===== src/rtl/jtframe_sdram_pkg.sv =====
// jtframe_sdram_pkg: shared FSM state encoding, SDRAM address/data/read widths and index-width helper
package jtframe_sdram_pkg;
    localparam int AW = 22;
    localparam int DW = 16;
    localparam int RW = 32;
    typedef enum logic [1:0] {IDLE, WAIT_ACK, WAIT_RDY, GAP} state_t;
    function automatic int idx_w(input int n);
        return n > 1 ? $clog2(n) : 1;
    endfunction
endpackage


===== src/rtl/jtframe_sdram_arb_if.sv =====
// jtframe_sdram_arb_if: slot request bus plus controller handshake; master = arbiter side (slot_*, sdram_ack/rdy/dout in; slot_ok, data_read, sdram_req/rnw/addr/din, busy, err out), slave = slots/controller side
interface jtframe_sdram_arb_if
    import jtframe_sdram_pkg::*;
#(
    parameter int SLOTS = 4
);
    logic [SLOTS-1:0]    slot_req;
    logic [SLOTS-1:0]    slot_rnw;
    logic [AW*SLOTS-1:0] slot_addr;
    logic [DW*SLOTS-1:0] slot_wrdata;
    logic [SLOTS-1:0]    slot_ok;
    logic [RW-1:0]       data_read;
    logic                sdram_req;
    logic                sdram_rnw;
    logic [AW-1:0]       sdram_addr;
    logic [DW-1:0]       sdram_din;
    logic                sdram_ack;
    logic                sdram_rdy;
    logic [RW-1:0]       sdram_dout;
    logic                busy;
    logic                err;
    modport master (
        input  slot_req, slot_rnw, slot_addr, slot_wrdata, sdram_ack, sdram_rdy, sdram_dout,
        output slot_ok, data_read, sdram_req, sdram_rnw, sdram_addr, sdram_din, busy, err
    );
    modport slave (
        output slot_req, slot_rnw, slot_addr, slot_wrdata, sdram_ack, sdram_rdy, sdram_dout,
        input  slot_ok, data_read, sdram_req, sdram_rnw, sdram_addr, sdram_din, busy, err
    );
endinterface


===== src/rtl/jtframe_prio_enc.sv =====
// jtframe_prio_enc: lowest-index-wins priority encoder; req in, idx of first set bit and valid (any set) out
module jtframe_prio_enc
    import jtframe_sdram_pkg::*;
#(
    parameter int N  = 4,
    parameter int IW = idx_w(N)
) (
    input  logic [N-1:0]  req,
    output logic [IW-1:0] idx,
    output logic          valid
);
    always_comb begin
        idx = '0;
        for (int i = N - 1; i >= 0; i--)
            if (req[i]) idx = IW'(i);
    end
    assign valid = |req;
endmodule


===== src/rtl/jtframe_sdram_arb.sv =====
// jtframe_sdram_arb: fixed-priority SDRAM slot arbiter with watchdog; clk, rst (sync, active-high), bus (jtframe_sdram_arb_if.master)
module jtframe_sdram_arb
    import jtframe_sdram_pkg::*;
#(
    parameter int SLOTS = 4,
    parameter int TOUT  = 255
) (
    input  logic                clk,
    input  logic                rst,
    jtframe_sdram_arb_if.master bus
);
    localparam int IW = idx_w(SLOTS);
    state_t          st, st_nx;
    logic [IW-1:0]   grant, grant_nx, idx;
    logic            valid, done, abort;
    logic [15:0]     cnt, cnt_nx;
    logic            req_nx, rnw_nx, busy_nx, err_nx;
    logic [AW-1:0]   addr_nx;
    logic [DW-1:0]   din_nx;
    logic [SLOTS-1:0] ok_nx;
    logic [RW-1:0]   dr_nx;
    jtframe_prio_enc #(.N(SLOTS), .IW(IW)) u_enc (
        .req   (bus.slot_req),
        .idx   (idx),
        .valid (valid)
    );
    always_comb begin
        st_nx    = st;
        grant_nx = grant;
        cnt_nx   = cnt;
        req_nx   = bus.sdram_req;
        rnw_nx   = bus.sdram_rnw;
        addr_nx  = bus.sdram_addr;
        din_nx   = bus.sdram_din;
        ok_nx    = '0;
        dr_nx    = bus.data_read;
        busy_nx  = bus.busy;
        err_nx   = bus.err;
        done     = 1'b0;
        abort    = 1'b0;
        case (st)
            IDLE: if (valid) begin
                st_nx    = WAIT_ACK;
                grant_nx = idx;
                cnt_nx   = '0;
                req_nx   = 1'b1;
                busy_nx  = 1'b1;
                rnw_nx   = bus.slot_rnw[idx];
                addr_nx  = bus.slot_addr[int'(idx)*AW +: AW];
                din_nx   = bus.slot_wrdata[int'(idx)*DW +: DW];
            end
            WAIT_ACK: begin
                cnt_nx = cnt + 16'd1;
                done   = bus.sdram_ack && bus.sdram_rdy;
                abort  = !bus.sdram_ack && cnt >= 16'(TOUT - 1);
                if (bus.sdram_ack && !bus.sdram_rdy) begin
                    req_nx = 1'b0;
                    st_nx  = WAIT_RDY;
                end
            end
            WAIT_RDY: begin
                cnt_nx = cnt + 16'd1;
                done   = bus.sdram_rdy;
                abort  = !bus.sdram_rdy && cnt >= 16'(TOUT - 1);
            end
            default: st_nx = IDLE;
        endcase
        if (done) begin
            ok_nx   = SLOTS'(1) << grant;
            dr_nx   = bus.sdram_rnw ? bus.sdram_dout : bus.data_read;
            req_nx  = 1'b0;
            busy_nx = 1'b0;
            st_nx   = GAP;
        end
        if (abort) begin
            req_nx  = 1'b0;
            busy_nx = 1'b0;
            err_nx  = 1'b1;
            st_nx   = GAP;
        end
    end
    always_ff @(posedge clk) begin
        if (rst) begin
            st             <= IDLE;
            grant          <= '0;
            cnt            <= '0;
            bus.sdram_req  <= 1'b0;
            bus.sdram_rnw  <= 1'b1;
            bus.sdram_addr <= '0;
            bus.sdram_din  <= '0;
            bus.slot_ok    <= '0;
            bus.data_read  <= '0;
            bus.busy       <= 1'b0;
            bus.err        <= 1'b0;
        end else begin
            st             <= st_nx;
            grant          <= grant_nx;
            cnt            <= cnt_nx;
            bus.sdram_req  <= req_nx;
            bus.sdram_rnw  <= rnw_nx;
            bus.sdram_addr <= addr_nx;
            bus.sdram_din  <= din_nx;
            bus.slot_ok    <= ok_nx;
            bus.data_read  <= dr_nx;
            bus.busy       <= busy_nx;
            bus.err        <= err_nx;
        end
    end
endmodule


===== src/flat_wrapper.sv =====
// flat-port wrapper written by rule: the top's interface ports become plain ports
module jtframe_sdram_arb_flat import jtframe_sdram_pkg::*;
#(
    parameter int SLOTS = 4,
    parameter int TOUT  = 255
)
  (clk, rst, bus_slot_req, bus_slot_rnw, bus_slot_addr, bus_slot_wrdata, bus_sdram_ack, bus_sdram_rdy, bus_sdram_dout, bus_slot_ok, bus_data_read, bus_sdram_req, bus_sdram_rnw, bus_sdram_addr, bus_sdram_din, bus_busy, bus_err);
  jtframe_sdram_arb_if #(.SLOTS(SLOTS)) bus_i ();
  input  logic clk;
  input  logic rst;
  input wire logic [$bits(bus_i.slot_req)-1:0] bus_slot_req;
  input wire logic [$bits(bus_i.slot_rnw)-1:0] bus_slot_rnw;
  input wire logic [$bits(bus_i.slot_addr)-1:0] bus_slot_addr;
  input wire logic [$bits(bus_i.slot_wrdata)-1:0] bus_slot_wrdata;
  input wire logic [$bits(bus_i.sdram_ack)-1:0] bus_sdram_ack;
  input wire logic [$bits(bus_i.sdram_rdy)-1:0] bus_sdram_rdy;
  input wire logic [$bits(bus_i.sdram_dout)-1:0] bus_sdram_dout;
  output wire logic [$bits(bus_i.slot_ok)-1:0] bus_slot_ok;
  output wire logic [$bits(bus_i.data_read)-1:0] bus_data_read;
  output wire logic [$bits(bus_i.sdram_req)-1:0] bus_sdram_req;
  output wire logic [$bits(bus_i.sdram_rnw)-1:0] bus_sdram_rnw;
  output wire logic [$bits(bus_i.sdram_addr)-1:0] bus_sdram_addr;
  output wire logic [$bits(bus_i.sdram_din)-1:0] bus_sdram_din;
  output wire logic [$bits(bus_i.busy)-1:0] bus_busy;
  output wire logic [$bits(bus_i.err)-1:0] bus_err;
  assign bus_i.slot_req = bus_slot_req;
  assign bus_i.slot_rnw = bus_slot_rnw;
  assign bus_i.slot_addr = bus_slot_addr;
  assign bus_i.slot_wrdata = bus_slot_wrdata;
  assign bus_i.sdram_ack = bus_sdram_ack;
  assign bus_i.sdram_rdy = bus_sdram_rdy;
  assign bus_i.sdram_dout = bus_sdram_dout;
  assign bus_slot_ok = bus_i.slot_ok;
  assign bus_data_read = bus_i.data_read;
  assign bus_sdram_req = bus_i.sdram_req;
  assign bus_sdram_rnw = bus_i.sdram_rnw;
  assign bus_sdram_addr = bus_i.sdram_addr;
  assign bus_sdram_din = bus_i.sdram_din;
  assign bus_busy = bus_i.busy;
  assign bus_err = bus_i.err;
  jtframe_sdram_arb #(.SLOTS(SLOTS), .TOUT(TOUT)) u_core (.clk(clk), .rst(rst), .bus(bus_i));
endmodule

===== config.mk =====
export PLATFORM = sky130hd
export DESIGN_NAME = jtframe_sdram_arb_flat
export DESIGN_NICKNAME = d
export VERILOG_FILES = /design/src/rtl/jtframe_sdram_pkg.sv /design/src/rtl/jtframe_sdram_arb_if.sv /design/src/rtl/jtframe_prio_enc.sv /design/src/rtl/jtframe_sdram_arb.sv /design/src/flat_wrapper.sv
export SDC_FILE = /design/constraint.sdc
export NUM_CORES = 1
export LEC_CHECK = 0
export CAP_MARGIN = 20
export CELL_PAD_IN_SITES_DETAIL_PLACEMENT = 0
export CELL_PAD_IN_SITES_GLOBAL_PLACEMENT = 1
export CORE_ASPECT_RATIO = 0.7
export CORE_MARGIN = 2
export CORE_UTILIZATION = 26
export CTS_CLUSTER_SIZE = 24
export DETAILED_ROUTE_END_ITERATION = 16
export GPL_ROUTABILITY_DRIVEN = 0
export GPL_TIMING_DRIVEN = 1
export PLACE_DENSITY_LB_ADDON = 0.25
export SLEW_MARGIN = 10
export SYNTH_ARGS = -nofsm -noshare
export SYNTH_HDL_FRONTEND = slang
export SYNTH_SLANG_ARGS = --single-unit

===== constraint.sdc =====
create_clock -name clk -period 2.34 [get_ports clk]
set_input_delay 0.234 -clock clk [delete_from_list [all_inputs] [get_ports clk]]
set_output_delay 0.234 -clock clk [all_outputs]
set_load 0.01 [all_outputs]

## After elaboration in Yosys (flattened, before gate mapping)

Cells that the tools add are included.

- Output and inout port bits: 78
- Bits of input ports: 196
- Logic and storage cells: 62
- Register bits: 98

- Equal/unequal tests: 7
- Bitwise logic cells: 1
- Reductions and logical operators: 18
- Muxes and demuxes: 18
- Shift-type cells: 3
- Add/sub/neg operators: 1
- Magnitude comparators: 2
- $mul: 1

Operators by type and width:

| operator | count |
|---|---|
| indexed part select 88 x 32 -> 22 bit | 1 |
| indexed part select 64 x 7 -> 16 bit | 1 |
| case mux 16 bit (2 select lines) | 1 |
| adder 16 x 1 -> 16 bit (second input constant) | 1 |
| greater-or-equal comparator 16 x 8 -> 1 bit (second input constant) | 1 |
| 2-to-1 mux 16 bit | 1 |
| 2-to-1 mux 2 bit | 8 |
| multiplier 2 x 4 -> 6 bit (second input constant) | 1 |
| case mux 1 bit (2 select lines) | 3 |
| case mux 2 bit (3 select lines) | 1 |
| AND reduction 2 bit | 3 |
| AND reduction 3 bit | 2 |
| logical AND 1 bit | 4 |
| != test 4 x 1 -> 1 bit (second input constant) | 1 |
| != test 4 x 2 -> 1 bit (second input constant) | 1 |
| nonzero test 2 bit | 2 |
| OR reduction 2 bit | 2 |
| OR reduction 4 bit | 1 |
| left shift 1 x 2 -> 4 bit (first input constant) | 1 |
| less-than comparator 2 x 3 -> 1 bit (second input constant) | 1 |
| 2-to-1 mux 1 bit | 3 |
| != test 3 x 1 -> 1 bit (second input constant) | 1 |
| OR reduction 3 bit | 1 |
| binary-select mux 1 bit (select 2 bit) | 1 |
| 7 further kinds | 8 |

## Depth between registers and ports, before layout

- Depth after elaboration: 6
- Gate-level depth with buffers: 9
- Depth with buffers taken out: 6

## By module

A second synthesis with hierarchy kept.

- Cells, all modules: 516
- Area, all modules: 4642.0 µm²

By module, submodules not included:

| module | times used | sequential area each (µm²) | cells an instance | area each (µm²) |
|---|---|---|---|---|
| jtframe_sdram_arb | 1 | 1961.9 | 509 | 4606.9 |
| jtframe_prio_enc | 1 | 0.0 | 7 | 35.0 |

## Worst setup path before layout

No wires, ideal clock.

- Path kind: register to register
- Start point: register u_core.st[0]
- End point: register u_core.cnt[11]
- Cell stages (with the launch flop): 8
- Data required time: 2270 ps
- Arrival: 1809 ps
- Library setup time: 70 ps
- Buffers on the path: 1
- Period minus slack after synthesis: 1879 ps
- Setup slack: 461 ps
- Cells stage by stage: dfxtp_1 -> inv_1 -> ha_1 -> clkbuf_2 -> o211ai_1 -> a21o_1 -> or4_1 -> a21oi_1

- Longest elaborated chain between the ends: 4
- Elaborated cells on any way between the ends: 8
- Classes of those cells: eq/ne: 3; mux: 1; reduce/logical: 4

RTL lines:

| what | RTL line | text |
|---|---|---|
| start, declared | jtframe_sdram_arb.sv:13 | `state_t st, st_nx;` |
| start signal, assigned | jtframe_sdram_arb.sv:96 | `st <= st_nx;` |
| equality test 2 bit or equality test 2 x 1 -> 1 bit (tied branches) | jtframe_sdram_arb.sv:41 | `case (st)` |
| OR reduction 2 bit (no line) | - |  |
| nonzero test 2 bit (no line) | - |  |
| AND reduction 2 bit (no line) | - |  |
| end signal, assigned | jtframe_sdram_arb.sv:98 | `cnt <= cnt_nx;` |
| end, declared | jtframe_sdram_arb.sv:16 | `logic [15:0] cnt, cnt_nx;` |

Parallel ways exist; a longest one is shown, timed or not.
A chain may end at the register's enable or synchronous reset.

## Worst setup path after layout

- Start point: register u_core.st[0]
- End point: register u_core.cnt[14]

Same word-level chain as after synthesis.

==> results <==
- The share of the Yosys chip area taken by registers is 0.419.
- Counting the fill cells in the layout gives 1746.
- The first global-routing pass estimated 28.2 mm of wire.
- The post-route minimum period is 2.00 ns.
- The share of total power dissipated in sequential elements is 0.350.
- The overall die width is 164 µm.
- The power share of the clock group is 0.260.
- The startpoint of the worst setup timing path is u_core.st[0]$_SDFFE_PP0P_.
- Synthesis inferred 98 register bits.
- During synthesis, Yosys emitted a total of 0 warnings.
- The global-route total usage across every layer is 0.189.
- The total congestion overflow after global routing is 0.
- The share of cells above drive strength 1 is 0.0554.
- The pre-CTS worst setup slack is 0.153 ns.
- The worst register-to-register path has a setup slack of 0.34 ns.
- After clock tree synthesis, the flow added hold-fix buffers numbering 0.
- Timing would allow up to 501 MHz.
- Among all flip-flop cells after synthesis, the most frequent one is dfxtp_1.
- The clock transition time at the flip-flop clock pins of the worst setup and hold paths is 0.08 ns.
- The number of vias per cell after detailed routing is 4.97.
- Counting instances, the worst hold path has a depth of 3.
- The fraction of registers with async set or reset after synthesis is 0.
- The starting density of the core is 0.262.
- The flow ran to the end, and the final reports show no timing, DRC or antenna violations.
- The reg-to-reg endpoint is u_core.cnt[14]$_SDFFE_PP0P_.
- The hold violation total from the final report came to 0.
- The number of buffers inserted by post-CTS setup repair is 0.
- After global routing, the most crowded layer is met2.
- Following the worst setup path forward leads to its endpoint at u_core.cnt[14]$_SDFFE_PP0P_.
- The iteration count of the initial detailed-routing pass is 4.
- The layout net count is 1027.
- Synthesis handed over a netlist of 575 instances.
- The design internal power is 4.28 mW.
- For this run, global-route usage on met1 was measured as 0.237.
- The layout overhead on the synthesized area is 71.8%.
- The netlist area before placement is 4680 µm².
- The final route contains 5301 vias.
- The count of standard-cell rows is 41.
- In this run the number of H-tree levels came out at 3.
- The worst hold slack across all endpoints is 0.420 ns.
- For the worst flop-to-flop path, the logic depth is 6.
- STA classifies the critical path startpoint as a flip-flop.
- The number of top-level design ports is 274.
- The chip height is 116 µm.
- For this design the total switching power over the nets is 2.11 mW.
- On the final layout, the worst clock skew is 0.0115 ns.
- The portion of the clock cycle consumed by the worst path in the final layout is 0.854.
- In this run, post-CTS repair resized a total of 0 instances.
- The combinational fraction of design power is 0.390.
- The standard cell core area is 17900 µm².
- The remaining number of nets flagged by the antenna check after routing is 0.
- Of all nets on the critical path, the largest fanout is 10.
- The number of nets in the synthesized netlist is 776.
- The final cell count without fillers is 1067.
- The number of global-route vias before repair is 5176.
- After synthesis, the mean cell area works out to 8.14 µm².
- Buffers inserted during clock tree synthesis total 9.
- The number of distinct library cell variants in the gate-level netlist after synthesis is 49.
- The instance count after placement with tap cells included is 1051.
- The met2 usage is 0.315.
- In this run the power density over the cells is 795 nW/µm².
- The total leakage power is 2.80 nW.
- For the worst setup path, the data arrival time is 2.28 ns.
- The number of DRC markers in iteration 0 is 295.
- Measured against its own limit, the worst slew margin works out to 0.545.
- The max capacitance violation total is 0.
- The final max-slew violation count is 0.
- The worst IR drop on VDD is 463 µV.
- The overall die area is 19100 µm².
- STA classifies the critical path endpoint as a flip-flop.
- The detailed placer's ending HPWL is 13.3 mm.
- Entering global routing, the biggest net connects 40 pins.
- Summed over all layers, the routed wires come to 18.1 mm.
- Setup repair after global routing left no endpoint under its margin.
- The launching point of the worst reg2reg path is u_core.st[0]$_SDFFE_PP0P_.
- The CTS tree is built.
- The number of antenna violations at the first check in global routing is 0.
- The type of the most critical hold path is in -> reg.
- The summed negative setup slack over all endpoints is 0 ns.
- The count of flip-flops with a built-in enable after synthesis is 0.
- For the pin with the worst max-slew slack, the measured transition is 0.677 ns.
- For this run, global-route usage on met3 was measured as 0.0565.
- The count of port buffers added during placement is 273.
- Setup violations remaining at the end of the flow were counted as 0.
- The switching part of the total is 0.331.
- The post-route DRC violation count is 0.
- The slack of the critical path is 0.343 ns.
- The final routed wire length divided by cell count is 17.0 µm.
- In this run the deepest clock path goes through 2 buffers.
- The number of diodes is 0.
- The data required time at the worst endpoint is 2.62 ns.
- The class of the most critical setup path is reg -> reg.
- The clock reaches the later pin of the worst-skew pair after 0.35 ns.
- The cell sitting at the root of the clock tree is a clkbuf_16.
- For this design, the sink count on the clock tree is 98.
sequential cells by signal, indices dropped and copies added, names as in the netlist:
name and flops:
u_core.bus.data_read 32, u_core.bus.sdram_addr 22, u_core.bus.sdram_din 16, u_core.cnt 16
u_core.bus.slot_ok 4, u_core.grant 2, u_core.st 2, u_core.bus.busy 1
u_core.bus.err 1, u_core.bus.sdram_req 1, u_core.bus.sdram_rnw 1
routing by layer:
metal	share of wire	vias up
met5	0	-
met4	0.019	0
met3	0.078	25
met1	0.43	2442
met2	0.47	199
li1	-	2635
cell families (layout without fill, tap and decap cells):
group                      count (synthesis)  after routing  synth area share
buffers and inverters                     57            313            0.0556
xor gates and xnor gates                   5              5           0.00935
DFF                                       98             98             0.419
adders and majority gates                  5              5            0.0134
muxes                                      1              1           0.00214
AOI/OAI and AO/OA                        200            200             0.283
and+or+nand+nor                          209            209             0.217
placed cells by master (no fill, tap or decap), types with 2 or more instances in the layout:
cell type,n
nand3_1,8
o22ai_1,39
a211oi_1,3
a21o_1,2
and4_1,2
buf_4,10
nand2_1,115
a21oi_1,49
clkdlybuf4s50_1,273
or3_1,45
xor2_1,2
or4_1,5
bufinv_16,2
and3_1,4
xnor2_1,3
inv_1,6
o21ai_0,9
o211ai_1,3
ha_1,5
o21a_1,2
clkinv_4,2
clkbuf_16,9
nand2b_1,3
o21ai_2,2
inv_8,2
buf_12,7
nor2_1,13
nor4_2,2
o31ai_1,81
dfxtp_1,98
power by group through the flow:
stage	Clock [mW]	Sequential (mW)	Combinational [mW]
2_1_floorplan	0	2.39	1.05
3_3_place_gp	0	2.26	2.47
3_5_place_dp	0	2.27	2.50
4_1_cts	1.73	2.24	2.52
5_1_grt	1.81	2.28	2.71
6_report	1.66	2.24	2.49
worst max-delay path, stage by stage, from the launching register on:
cell	delay (ns)
dfxtp_1	0.33
inv_1	0.08
ha_1	0.30
o41a_1	0.48
o21ai_2	0.18
or4_1	0.42
a21oi_1	0.14
how the worst min path moves through the flow:
stage                                              start                               endpoint  slack (ns)
floorplan                              bus_sdram_dout[0]   u_core.bus.data_read[0]$_SDFFE_PP0P_        0.37
global placement    u_core.bus.sdram_din[1]$_SDFFE_PP0P_   u_core.bus.sdram_din[1]$_SDFFE_PP0P_        0.43
detailed placement  u_core.bus.sdram_din[9]$_SDFFE_PP0P_   u_core.bus.sdram_din[9]$_SDFFE_PP0P_        0.44
CTS                                   bus_sdram_dout[20]  u_core.bus.data_read[20]$_SDFFE_PP0P_        0.40
global route                          bus_sdram_dout[16]  u_core.bus.data_read[16]$_SDFFE_PP0P_        0.41
finish                                bus_sdram_dout[20]  u_core.bus.data_read[20]$_SDFFE_PP0P_        0.42
stage by stage:
step / power (mW) / utilization / area, µm²
after floorplan: 3.44 / - / 4680
after global placement: 4.73 / 0.432 / 7710
after detailed placement: 4.77 / 0.432 / 7710
after CTS: 6.48 / 0.451 / 8050
after global routing: 6.80 / 0.451 / 8050
final: 6.39 / 0.451 / 8050
cells in the mapped netlist (2+ instances only):
| library cell | count | area share |
|---|---|---|
| a21o_1 | 2 | 0.0032 |
| or3_1 | 45 | 0.060 |
| and4_1 | 2 | 0.0037 |
| xor2_1 | 2 | 0.0037 |
| buf_6 | 2 | 0.0048 |
| a21oi_1 | 50 | 0.053 |
| nand2b_1 | 3 | 0.0040 |
| or4_1 | 5 | 0.0080 |
| inv_1 | 6 | 0.0048 |
| ha_1 | 5 | 0.013 |
| clkbuf_1 | 27 | 0.022 |
| buf_4 | 2 | 0.0032 |
| a211oi_1 | 3 | 0.0048 |
| o21a_1 | 2 | 0.0032 |
| buf_2 | 18 | 0.019 |
| o31ai_1 | 81 | 0.13 |
| o21ai_0 | 9 | 0.0096 |
| nor3_1 | 2 | 0.0021 |
| o21ai_2 | 2 | 0.0037 |
| nor4_2 | 2 | 0.0053 |
| dfxtp_1 | 98 | 0.42 |
| o211ai_1 | 3 | 0.0048 |
| o22ai_1 | 39 | 0.052 |
| nand2_1 | 115 | 0.092 |
| xnor2_1 | 3 | 0.0056 |
| and3_1 | 4 | 0.0053 |
| nor2_1 | 14 | 0.011 |
| nand3_1 | 8 | 0.0085 |
area by class of cell:
class / count / area [µm²] / area share
Clock buffer: 9 / 225 / 0.0280
Multi-Input combinational cell: 420 / 2480 / 0.308
Clock inverter: 7 / 109 / 0.0135
Sequential cell: 98 / 1960 / 0.244
Inverter: 7 / 26.3 / 0.00327
Timing Repair Buffer: 290 / 2950 / 0.366
Tap cell: 236 / 295 / 0.0367
No activity file was read; power rests on OpenSTA's default activity.
